--- src/rtl/serial_sub_if.sv ---
// Operand/result handshake bundle for serial_sub: valid/ready on both the operand and result sides.
// The master drives operands and result acceptance; the slave is the subtractor.
interface serial_sub_if #(
    parameter int WIDTH = 4
) ();
    logic             in_valid;
    logic             in_ready;
    logic [WIDTH-1:0] num1;
    logic [WIDTH-1:0] num2;
    logic             out_valid;
    logic             out_ready;
    logic [WIDTH-1:0] diff;
    logic             bout;

    modport master (
        output in_valid, num1, num2, out_ready,
        input  in_ready, out_valid, diff, bout
    );

    modport slave (
        input  in_valid, num1, num2, out_ready,
        output in_ready, out_valid, diff, bout
    );
endinterface

--- src/rtl/serial_sub.sv ---
// Bit-serial unsigned subtractor, LSB first, one bit per cycle; result valid WIDTH edges after accept.
// Accepts one operand pair only in IDLE and holds diff/bout in DONE until out_ready (unbounded stall).
module serial_sub #(
    parameter int WIDTH = 4
) (
    input logic         clk,
    input logic         rst,
    serial_sub_if.slave bus
);
    localparam int CW = $clog2(WIDTH);
    localparam logic [CW-1:0] LAST = CW'(WIDTH - 1);

    typedef enum logic [1:0] {
        IDLE,
        RUN,
        DONE
    } state_t;

    state_t           state;
    state_t           state_nxt;
    logic [WIDTH-1:0] a_reg;
    logic [WIDTH-1:0] b_reg;
    logic [WIDTH-1:0] diff_reg;
    logic             br;
    logic             bout_reg;
    logic [CW-1:0]    cnt;

    logic             abit;
    logic             bbit;
    logic             dbit;
    logic             br_nxt;
    logic             last_bit;
    logic             in_ready_c;
    logic             out_valid_c;

    // Full subtractor on the bit selected by the counter.
    always_comb begin
        abit     = a_reg[cnt];
        bbit     = b_reg[cnt];
        dbit     = abit ^ bbit ^ br;
        br_nxt   = (~abit & bbit) | (~(abit ^ bbit) & br);
        last_bit = (cnt == LAST);
    end

    always_comb begin
        state_nxt   = state;
        in_ready_c  = 1'b0;
        out_valid_c = 1'b0;
        case (state)
            IDLE: begin
                in_ready_c = 1'b1;
                if (bus.in_valid) begin
                    state_nxt = RUN;
                end
            end
            RUN: begin
                if (last_bit) begin
                    state_nxt = DONE;
                end
            end
            DONE: begin
                out_valid_c = 1'b1;
                if (bus.out_ready) begin
                    state_nxt = IDLE;
                end
            end
            default: state_nxt = IDLE;
        endcase
    end

    always_ff @(posedge clk) begin
        if (rst) begin
            state <= IDLE;
        end else begin
            state <= state_nxt;
        end
    end

    always_ff @(posedge clk) begin
        if (rst) begin
            a_reg    <= '0;
            b_reg    <= '0;
            diff_reg <= '0;
            br       <= 1'b0;
            bout_reg <= 1'b0;
            cnt      <= '0;
        end else begin
            case (state)
                IDLE: begin
                    if (bus.in_valid) begin
                        a_reg <= bus.num1;
                        b_reg <= bus.num2;
                        br    <= 1'b0;
                        cnt   <= '0;
                    end
                end
                RUN: begin
                    diff_reg[cnt] <= dbit;
                    br            <= br_nxt;
                    cnt           <= cnt + 1'b1;
                    if (last_bit) begin
                        bout_reg <= br_nxt;
                    end
                end
                default: ;
            endcase
        end
    end

    assign bus.in_ready  = in_ready_c;
    assign bus.out_valid = out_valid_c;
    assign bus.diff      = diff_reg;
    assign bus.bout      = bout_reg;
endmodule

--- src/flat_wrapper.sv ---
// flat-port wrapper written by rule: the top's interface ports become plain ports
module serial_sub_flat 
#(
    parameter int WIDTH = 4
)
  (clk, rst, bus_in_valid, bus_num1, bus_num2, bus_out_ready, bus_in_ready, bus_out_valid, bus_diff, bus_bout);
  serial_sub_if #(.WIDTH(WIDTH)) bus_i ();
  input logic clk;
  input logic rst;
  input wire logic [$bits(bus_i.in_valid)-1:0] bus_in_valid;
  input wire logic [$bits(bus_i.num1)-1:0] bus_num1;
  input wire logic [$bits(bus_i.num2)-1:0] bus_num2;
  input wire logic [$bits(bus_i.out_ready)-1:0] bus_out_ready;
  output wire logic [$bits(bus_i.in_ready)-1:0] bus_in_ready;
  output wire logic [$bits(bus_i.out_valid)-1:0] bus_out_valid;
  output wire logic [$bits(bus_i.diff)-1:0] bus_diff;
  output wire logic [$bits(bus_i.bout)-1:0] bus_bout;
  assign bus_i.in_valid = bus_in_valid;
  assign bus_i.num1 = bus_num1;
  assign bus_i.num2 = bus_num2;
  assign bus_i.out_ready = bus_out_ready;
  assign bus_in_ready = bus_i.in_ready;
  assign bus_out_valid = bus_i.out_valid;
  assign bus_diff = bus_i.diff;
  assign bus_bout = bus_i.bout;
  serial_sub #(.WIDTH(WIDTH)) u_core (.clk(clk), .rst(rst), .bus(bus_i));
endmodule
--- config.mk ---
export PLATFORM = sky130hd
export DESIGN_NAME = serial_sub_flat
export DESIGN_NICKNAME = d
export VERILOG_FILES = /design/src/rtl/serial_sub_if.sv /design/src/rtl/serial_sub.sv /design/src/flat_wrapper.sv
export SDC_FILE = /design/constraint.sdc
export NUM_CORES = 1
export LEC_CHECK = 0
export CORE_MARGIN = 3
export CORE_UTILIZATION = 49
export DETAILED_ROUTE_END_ITERATION = 8
export GPL_TIMING_DRIVEN = 0
export PLACE_DENSITY = 0.82
export SETUP_SLACK_MARGIN = 0.1
export SLEW_MARGIN = 0
export SYNTH_ARGS = -nofsm -noshare
export SYNTH_HDL_FRONTEND = slang
export SYNTH_SLANG_ARGS = --single-unit
--- constraint.sdc ---
create_clock -name clk -period 3.1 [get_ports clk]
set_clock_uncertainty 0.1 [all_clocks]
set_input_delay 0.62 -clock clk [delete_from_list [all_inputs] [get_ports clk]]
set_output_delay 0.62 -clock clk [all_outputs]
set_load 0.01 [all_outputs]
# Yosys cells after proc, flatten, opt, wreduce, memory -nomap -nowiden

Index checks and enable logic that the tools add are counted.

Register bits: 18
Output and inout port bits: 7

$add $sub $neg: 1
Magnitude comparators: 2
Eq/ne operators: 6
Mux-type cells: 17
Bitwise operators: 7
Reduce and logical (&&, ||, !) cells: 7

Operators with widths:

| cell                | number |
|---|---|
| $mux 2              | 4 |
| $mux 1              | 6 |
| $pmux 2 s3          | 1 |
| $reduce_and 2->1    | 3 |
| $bmux 1 s2          | 2 |
| $bwmux 4            | 1 |
| $eq 2x2->1 const B  | 2 |
| $ne 2x2->1 const B  | 2 |
| $pmux 2 s2          | 1 |
| $lt 2x3->1 const B  | 1 |
| $reduce_and 3->1    | 1 |
| $add 2x1->2 const B | 1 |
| $and 1x1->1         | 2 |
| $demux 1 s2         | 1 |
| $eq 2x1->1 const B  | 1 |
| $ge 2x1->1 const B  | 1 |
| $logic_not 2->1     | 1 |
| $ne 2x1->1 const B  | 1 |
| $not 1->1           | 2 |
| $pmux 1 s2          | 1 |
| $reduce_bool 2->1   | 1 |
| $xor 1x1->1         | 2 |
| $logic_and 1x1->1   | 1 |
| $or 1x1->1          | 1 |

# Longest topological paths before layout

Gate-level depths: netlist of run 1.

Word-level depth: 7
Gate-level depth with buffers: 5

# Least setup slack after synthesis of run 1

Ideal clock, no wire load.

Kind: reg-to-reg
From: register u_core.cnt[0]
To: register u_core.br
Library setup time: 87 ps
Data arrival time: 1,951 ps
Setup slack: 962 ps
Stages on the path, launching flop included: 5
Buffers on the path: 0
Cells stage by stage: dfxtp_1 -> mux4_2 -> fa_1 -> or4b_1 -> o31ai_1

Cells in the longest elaborated chain, start to end: 7
Elaborated cells between the ends (all ways): 11
Classes of those cells: mux: 5; bitwise: 6

Ends and longest elaborated chain:

| item                                 | line                               | RTL |
|---|---|---|
| start, declared                      | serial_sub.sv:26                   | `logic [CW-1:0] cnt;` |
| start signal, assigned               | serial_sub.sv:100                  | `cnt <= cnt + 1'b1;` |
| $bmux 1 s2, on equally long branches | serial_sub.sv:38, serial_sub.sv:39 |  |
| $mux 1, on equally long branches     | serial_sub.sv:38, serial_sub.sv:39 |  |
| $xor 1x1->1                          | serial_sub.sv:41                   | `br_nxt = (~abit & bbit) \| (~(abit ^ bbit) & br);` |
| $not 1->1                            | serial_sub.sv:41                   |  |
| $and 1x1->1                          | serial_sub.sv:41                   |  |
| $or 1x1->1 *                         | serial_sub.sv:41                   |  |
| $pmux 1 s2 *                         | serial_sub.sv:88                   | `case (state)` |
| end signal, assigned                 | serial_sub.sv:99                   | `br <= br_nxt;` |
| end, declared                        | serial_sub.sv:24                   | `logic br;` |

Mark *: on every way between the ends. The rest lies on a longest branch, timed or not. The select of a mux whose other input is x is not followed.
A chain may end at the register's enable or synchronous reset.

# Final worst setup path of run 1

Ends and elaborated chain as after synthesis.

==> impl_metrics.ini, run 1 <==
[worst_setup_path]
required_ns = 3.20
cp.arrival_ns = 2.42
cpLargestDelayFamily = multiplexers
cp_max_fo = 6
cp-end-kind = flip-flop
path_class = flip-flop to flip-flop
max_stage_delay_ns = 0.57
critPathBufInv = 0
crit_chain = mux4_2 -> fa_1 -> or4b_1 -> o31ai_1
cp_slowest_cell = mux4_2
start_kind = flip-flop
reg2regPathDepth = 4
crit_cells = 4

[power_and_ir_drop]
pwr-share-seq_pct = 53.5
switching_share_pct = 23.6
power_mw = 0.471
internal_power_mw = 0.360
p_sw_mw = 0.111
combPwrFrac_pct = 16.4
ir_drop_v = 0.000250
power.density_mw_per_mm2 = 391
clock_power_share_pct = 30.1
p_leak_nw = 0.473

[place]
dpl_cell_area_mm2 = 0.00117
dpl.hpwl_um = 1320
portBuffers = 18
pre_cts_ws_ns = 0.808
gp_congestion = 0.837

[synthesis]
yosys.area.top_type_share_pct = 37.7
synth_area_leader_cell = dfxtp_1
yosysWarnings = 0
postSynthAreaPerCell_um2 = 10.6
ys_seq_area_share_pct = 37.7
synth_cells = 90
synth_area_leaders = dfxtp_1 38%, nand2b_1 15%, mux2i_1 13%, ha_1 5.2%, mux4_2 4.7%
synth-seq-cells = 18
synth_nets = 107
synthesis.area_um2 = 956
yosysUniqueCellTypes = 24

[layout]
diodes = 0
multiInputGateArea_um2 = 542
stdcell_area_mm2 = 0.00120
area_growth_pct = 25.9
layout_common_cells = 23 x nand2b_1, 18 x clkdlybuf4s50_1, 18 x dfxtp_1, 12 x mux2i_1
final_common_cell = nand2b_1
num-nets-final = 130
regArea_um2 = 360
fillers = 155
drive_gt1_share_pct = 11.6

[sta]
worst_hold_slack_ns = 0.387
finalHoldViolCount = 0
layout_min_cycle_time_ns = 2.32
max_clock_freq_mhz = 432
post-route-worst-setup-slack_ns = 0.784
setup_violations = 0
rsz0062_at_grt = false
period_share_pct = 74.7
worstMarginPinSlew_ns = 0.395
slew-limit-headroom_pct = 73.6
setup-tns-final_ns = 0
slew_viol_final = 0

[die]
die_w_um = 50.2
die_height_um = 50.2
initial_utilization_pct = 53.6
ios = 19
dieArea_mm2 = 0.00252
std_cell_rows = 15
core_area_mm2 = 0.00178

[cts]
cts_hold_buf = 0
numCtsBuffers = 3
root_buffer = clkbuf_4
cts_repair_resize_count = 0
clk_path_buf_depth = 2
tritoncts = yes
cts-htree-levels = 1
cts_sinks = 18
clk_latency_ns = 0.28
cts_setup_buffers = 0
clk_pin_slew_ns = 0.10

[worst_hold_path]
whs_path_depth = 2
hold_path_class = flip-flop to flip-flop

[detailed_routing]
first_pass_iters = 4
vias = 686
wl_um = 1730
via_per_inst = 5.01
drc = 0
wl_per_cell_um = 12.6
ant_nets = 0
drtIter0Drc = 8

[flow_run]
timing.max_cap.violations = 0

[global_routing]
grt_overflow = 0
grt_pass1_wl_um = 3170
grt_max_degree = 11
first_global_vias = 720
antenna_found_initial = 0
grt_usage_pct = 16.1

[run_status]
status = complete, no violations
==> synth_stat cells <==
library cell / count
nand3b_1: 3
mux2i_1: 12
nand2b_1: 23
clkbuf_1: 2
fa_1: 1
nor3b_2: 1
inv_1: 4
or4b_1: 2
o31ai_1: 3
buf_2: 1
dfxtp_1: 18
nor2_1: 2
buf_6: 1
nor2b_1: 2
mux2_1: 1
mux4_2: 2
nand4bb_1: 1
buf_4: 2
o21ba_2: 1
a21oi_1: 1
ha_1: 4
a211oi_1: 1
or3b_1: 1
nand3b_2: 1
==> worst min-delay path: cells and delay by family (launching register included) <==
kind / cells / cell delay (ns)
flops: 1 / 0.32
mux: 1 / 0.06
simple gates: 1 / 0.06
==> power by group through the flow <==
stage,Clock (mW),Sequential [mW],Combinational [mW]
after floorplan,0,0.255,0.0494
after global placement,0,0.257,0.0756
after detailed placement,0,0.257,0.0779
after CTS,0.146,0.252,0.0781
after global routing,0.158,0.254,0.0857
final,0.142,0.252,0.0772
==> per-layer routing <==
layer | routed length, µm | GRT usage (%)
met5 | 0 | 0
met4 | 21 | 5.53
met3 | 71 | 2.97
met2 | 824 | 26.7
met1 | 810 | 20.9
==> path summary, 6_finish.rpt <==
path / endpoint / startpoint / slack [ns]
worst max-delay path: u_core.br$_SDFFE_PP0P_ / u_core.cnt[0]$_SDFFE_PP0P_ / 0.78
worst min-delay path: u_core.b_reg[2]$_SDFFE_PP0P_ / u_core.b_reg[2]$_SDFFE_PP0P_ / 0.39
worst max register to register: u_core.br$_SDFFE_PP0P_ / u_core.cnt[0]$_SDFFE_PP0P_ / 0.78
worst min register to register: u_core.b_reg[2]$_SDFFE_PP0P_ / u_core.b_reg[2]$_SDFFE_PP0P_ / 0.39
==> through the flow <==
stage	std cells	util (%)
global placement	133	65.5
floorplan	90	-
detailed placement	133	65.5
global route	137	67.5
CTS	137	67.5
finish	137	67.5
==> cell families after synthesis <==
logic type | synth area share, %
mux | 18.5
compound gates | 4.71
flops | 37.7
buf+inv | 5.63
simple gates | 26.2
fa+ha+maj | 7.33
==> final cells by class <==
| class | count | area share (%) |
|---|---|---|
| buffer | 6 | 3.22 |
| sequential | 18 | 29.9 |
| timing repair buffer | 18 | 15.0 |
| clock buffer | 4 | 3.01 |
| tap | 25 | 2.60 |
| inverter | 4 | 1.25 |
| multi-input combinational | 62 | 45.0 |
Note: power is estimated with default switching activity, not from simulation.
==> run 2, diff against run 1 <==
- clock period: 3.1 -> 2.4 ns (I/O delays scaled with it)
==> impl_metrics.ini, run 2 (same netlist as run 1, synthesis figures left out) <==
[worst_hold_path]
whs_path_depth = 2
hold_path_class = flip-flop to flip-flop

[global_routing]
met1_usage_pct = 20.9
grt_max_degree = 11
grtUsageMet2_pct = 26.7
grt_overflow = 0
grt_usage_pct = 16.1
gr-usage-met3_pct = 2.97
grt_busiest_layer = met2
antenna_found_initial = 0
grt_pass1_wl_um = 3170
first_global_vias = 720

[die]
die_w_um = 50.2
die_height_um = 50.2
core_area_mm2 = 0.00178
ios = 19
dieArea_mm2 = 0.00252
initial_utilization_pct = 53.6
std_cell_rows = 15

[power_and_ir_drop]
power.density_mw_per_mm2 = 505
ir_drop_v = 0.000322
p_leak_nw = 0.473

[sta]
post-route-worst-setup-slack_ns = 0.193
layout_min_cycle_time_ns = 2.21
worst_hold_slack_ns = 0.387
slew-limit-headroom_pct = 73.6
finalHoldViolCount = 0
rsz0062_at_grt = false
setup_violations = 0
period_share_pct = 92.0
slew_viol_final = 0
setup-tns-final_ns = 0
worstMarginPinSlew_ns = 0.395
max_clock_freq_mhz = 453

[detailed_routing]
wl_per_cell_um = 12.6
drtIter0Drc = 8
first_pass_iters = 4
ant_nets = 0
drc = 0
vias = 686
wl_um = 1730
via_per_inst = 5.01

[run_status]
status = complete, no violations

[layout]
num-nets-final = 130
layout_common_cells = 23 x nand2b_1, 18 x clkdlybuf4s50_1, 17 x dfxtp_1, 12 x mux2i_1
drive_gt1_share_pct = 12.5
stdcell_area_mm2 = 0.00120
final_cells = 137
diodes = 0
area_growth_pct = 26.0
final_common_cell = nand2b_1

[cts]
cts-htree-levels = 1
cts_sinks = 18
root_buffer = clkbuf_4
tritoncts = yes
clk_path_buf_depth = 2
numCtsBuffers = 3
cts_hold_buf = 0
clk_pin_slew_ns = 0.10
clk_latency_ns = 0.28

[place]
dpl_cell_area_mm2 = 0.00117
gp_congestion = 0.837
portBuffers = 18
dpl.hpwl_um = 1320
place_inst = 133
pre_cts_ws_ns = 0.108

[worst_setup_path]
cp.arrival_ns = 2.31
path_class = flip-flop to flip-flop
rr_endpoint = u_core.br$_SDFFE_PP0P_
cp-startpoint = u_core.cnt[0]$_SDFFE_PP0P_
cp_max_fo = 6
reg2regPathDepth = 4
required_ns = 2.50
cp-end-kind = flip-flop
crit_end = u_core.br$_SDFFE_PP0P_
start_kind = flip-flop
reg2reg_slack_ns = 0.19
reg2reg_from = u_core.cnt[0]$_SDFFE_PP0P_

[flow_run]
timing.max_cap.violations = 0
[run 2: cell types whose count changed in the layout (fill, tap and decap cells not counted)]
cell,previous run,this run
dfxtp_1,18,17
dfxtp_2,0,1
[run 2: critical path, stage by stage, from the launching register on]
cell and delay [ns]:
dfxtp_2 0.43, mux4_2 0.54, fa_1 0.45, or4b_1 0.52, o31ai_1 0.08
[run 2: metrics by stage]
step / util [%] / total power [mW]
2_1_floorplan: - / 0.393
3_3_place_gp: 65.5 / 0.429
3_5_place_dp: 65.5 / 0.433
4_1_cts: 67.6 / 0.614
5_1_grt: 67.6 / 0.643
6_report: 67.6 / 0.609
[run 2: worst min path at each step]
stage	endpoint	from	slack, ns
2_1_floorplan	u_core.b_reg[2]$_SDFFE_PP0P_	u_core.b_reg[2]$_SDFFE_PP0P_	0.35
3_3_place_gp	u_core.a_reg[3]$_SDFFE_PP0P_	u_core.a_reg[3]$_SDFFE_PP0P_	0.36
3_5_place_dp	u_core.a_reg[2]$_SDFFE_PP0P_	u_core.a_reg[2]$_SDFFE_PP0P_	0.37
4_1_cts	u_core.a_reg[2]$_SDFFE_PP0P_	u_core.a_reg[2]$_SDFFE_PP0P_	0.38
5_1_grt	u_core.b_reg[3]$_SDFFE_PP0P_	u_core.b_reg[3]$_SDFFE_PP0P_	0.42
6_report	u_core.b_reg[2]$_SDFFE_PP0P_	u_core.b_reg[2]$_SDFFE_PP0P_	0.39
[run 2: area by class of cell]
type	instances	area [µm²]
timing repair buffer	18	180
multi-input combinational	62	542
buffer	6	38.8
clock buffer	4	36.3
sequential	18	362
inverter	4	15.0
fill	154	578
tap	25	31.3
[run 2: what timing repair did]
| action | 4_1_cts | 5_1_grt |
|---|---|---|
| setup buffers | 0 | 0 |
| endpoints found under the setup margin | 1 | 0 |
| resized for setup | 1 | 0 |
[run 2: power by group]
part | internal, mW | switching, mW | total (mW)
Sequential | 0.314 | 0.0121 | 0.326
Combinational | 0.0590 | 0.0408 | 0.0998
Clock | 0.0922 | 0.0909 | 0.183
Total | 0.465 | 0.144 | 0.609
[run 2: routing by layer]
layer	vias up	part of all wire, %
met4	0	1.2
met5	-	0
met2	14	48
li1	351	-
met3	2	4.1
met1	319	47
==> run 3, diff against run 2 <==
- CORE_UTILIZATION: 49 -> 45
- PLACE_DENSITY: 0.82 -> 0.8
- clock period: 2.4 -> 1.92 ns (I/O delays scaled with it)
==> impl_metrics.ini, run 3 (same netlist as run 1, synthesis figures left out) <==
[run_status]
status = complete, but fails checks
violations = negative setup slack

[detailed_routing]
drtIter0Drc = 8
ant_nets = 0
via_per_inst = 5.01
wl_per_cell_um = 12.0
first_pass_iters = 4
drc = 0
wl_um = 1700
vias = 706

[die]
core_area_mm2 = 0.00198
std_cell_rows = 16
ios = 19
initial_utilization_pct = 48.2
dieArea_mm2 = 0.00271
die_w_um = 52.1
die_height_um = 52.1

[cts]
cts-htree-levels = 1
clk_latency_ns = 0.29
cts_sinks = 18
cts_hold_buf = 0
root_buffer = clkbuf_4
clk_pin_slew_ns = 0.10
tritoncts = yes
numCtsBuffers = 3
clk_path_buf_depth = 2

[sta]
rsz0062_at_grt = true
setup_violations = 1
period_share_pct = 103
worst_hold_slack_ns = 0.378
setup-tns-final_ns = -0.0598
max_clock_freq_mhz = 505
worstMarginPinSlew_ns = 0.398
slew_viol_final = 0
post-route-worst-setup-slack_ns = -0.0598
slew-limit-headroom_pct = 73.4
layout_min_cycle_time_ns = 1.98
finalHoldViolCount = 0

[power_and_ir_drop]
power.density_mw_per_mm2 = 594
p_leak_nw = 0.491
power_mw = 0.732
ir_drop_v = 0.000366

[worst_hold_path]
hold_path_class = flip-flop to flip-flop

[global_routing]
grt_max_degree = 11
grt_pass1_wl_um = 3030
grt_usage_pct = 15.3
antenna_found_initial = 0
first_global_vias = 738
grt_overflow = 0

[layout]
layout_common_cells = 22 x nand2b_1, 16 x clkdlybuf4s50_1, 16 x dfxtp_1, 12 x mux2i_1
final_common_cell = nand2b_1
final_cells = 141
post-route-util_pct = 62.2
drive_gt1_share_pct = 17.5
diodes = 0
area_growth_pct = 28.9
num-nets-final = 132

[place]
place_inst = 135
dpl.hpwl_um = 1300
gp_congestion = 0.810
portBuffers = 18

[worst_setup_path]
required_ns = 2.03
cp-end-kind = flip-flop
cp_max_fo = 3
path_class = flip-flop to flip-flop
start_kind = flip-flop
cp.arrival_ns = 2.09

[flow_run]
timing.max_cap.violations = 0
run 3: changes by cell type in the layout (fill, tap and decap cells not counted), sizes merged:
cell and delta:
buf +2, clkdlybuf4s50 -2, dlygate4sd2 +2
run 3: what timing repair did:
item	in CTS	in global routing
hold endpoints to repair	0	0
setup buffers	2	0
endpoints found under the setup margin	7	6
gates resized for setup	4	2
cloned	0	0
run 3: worst paths after layout:
kind,from,end,slack [ns],depth (start not counted)
max,u_core.cnt[0]$_SDFFE_PP0P_,u_core.br$_SDFFE_PP0P_,-0.06,4
min reg2reg,u_core.bus.diff[1]$_SDFFE_PP0P_,u_core.bus.diff[1]$_SDFFE_PP0P_,0.38,2
min,u_core.bus.diff[1]$_SDFFE_PP0P_,u_core.bus.diff[1]$_SDFFE_PP0P_,0.38,2
max reg2reg,u_core.cnt[0]$_SDFFE_PP0P_,u_core.br$_SDFFE_PP0P_,-0.06,4
run 3: routing by layer:
metal  wire length [µm]  GRT usage, %  vias up
met2                870          27.4       15
li1                   -             -      354
met4                 34          7.86        0
met1                716          17.0      333
met3                 75          2.87        4
met5                  0             0        -
run 3: area by class of cell:
| type | count | area, µm² |
|---|---|---|
| fillers | 158 | 749 |
| multi-input cells | 62 | 561 |
| flip-flops and latches | 18 | 365 |
| repair buffers | 20 | 193 |
| plain buffers | 6 | 38.8 |
| well taps | 27 | 33.8 |
| clock buffers | 4 | 26.3 |
| inverters | 4 | 15.0 |
run 3: power by group:
part | switching [mW] | internal, mW
Combinational | 0.0559 | 0.0815
Clock | 0.109 | 0.0807
Sequential | 0.0134 | 0.392
run 3: through the flow:
stage	instance area [µm²]	worst slack, ns
floorplan	962	0.0122
global placement	1180	-0.0574
detailed placement	1180	-0.0779
CTS	1220	-0.0679
global route	1230	-0.124
finish	1230	-0.0598
run 3: worst max-delay path, stage by stage (launching register included):
cell	delay (ns)
dfxtp_4	0.38
mux4_2	0.51
fa_2	0.36
or4b_4	0.48
o31ai_2	0.07
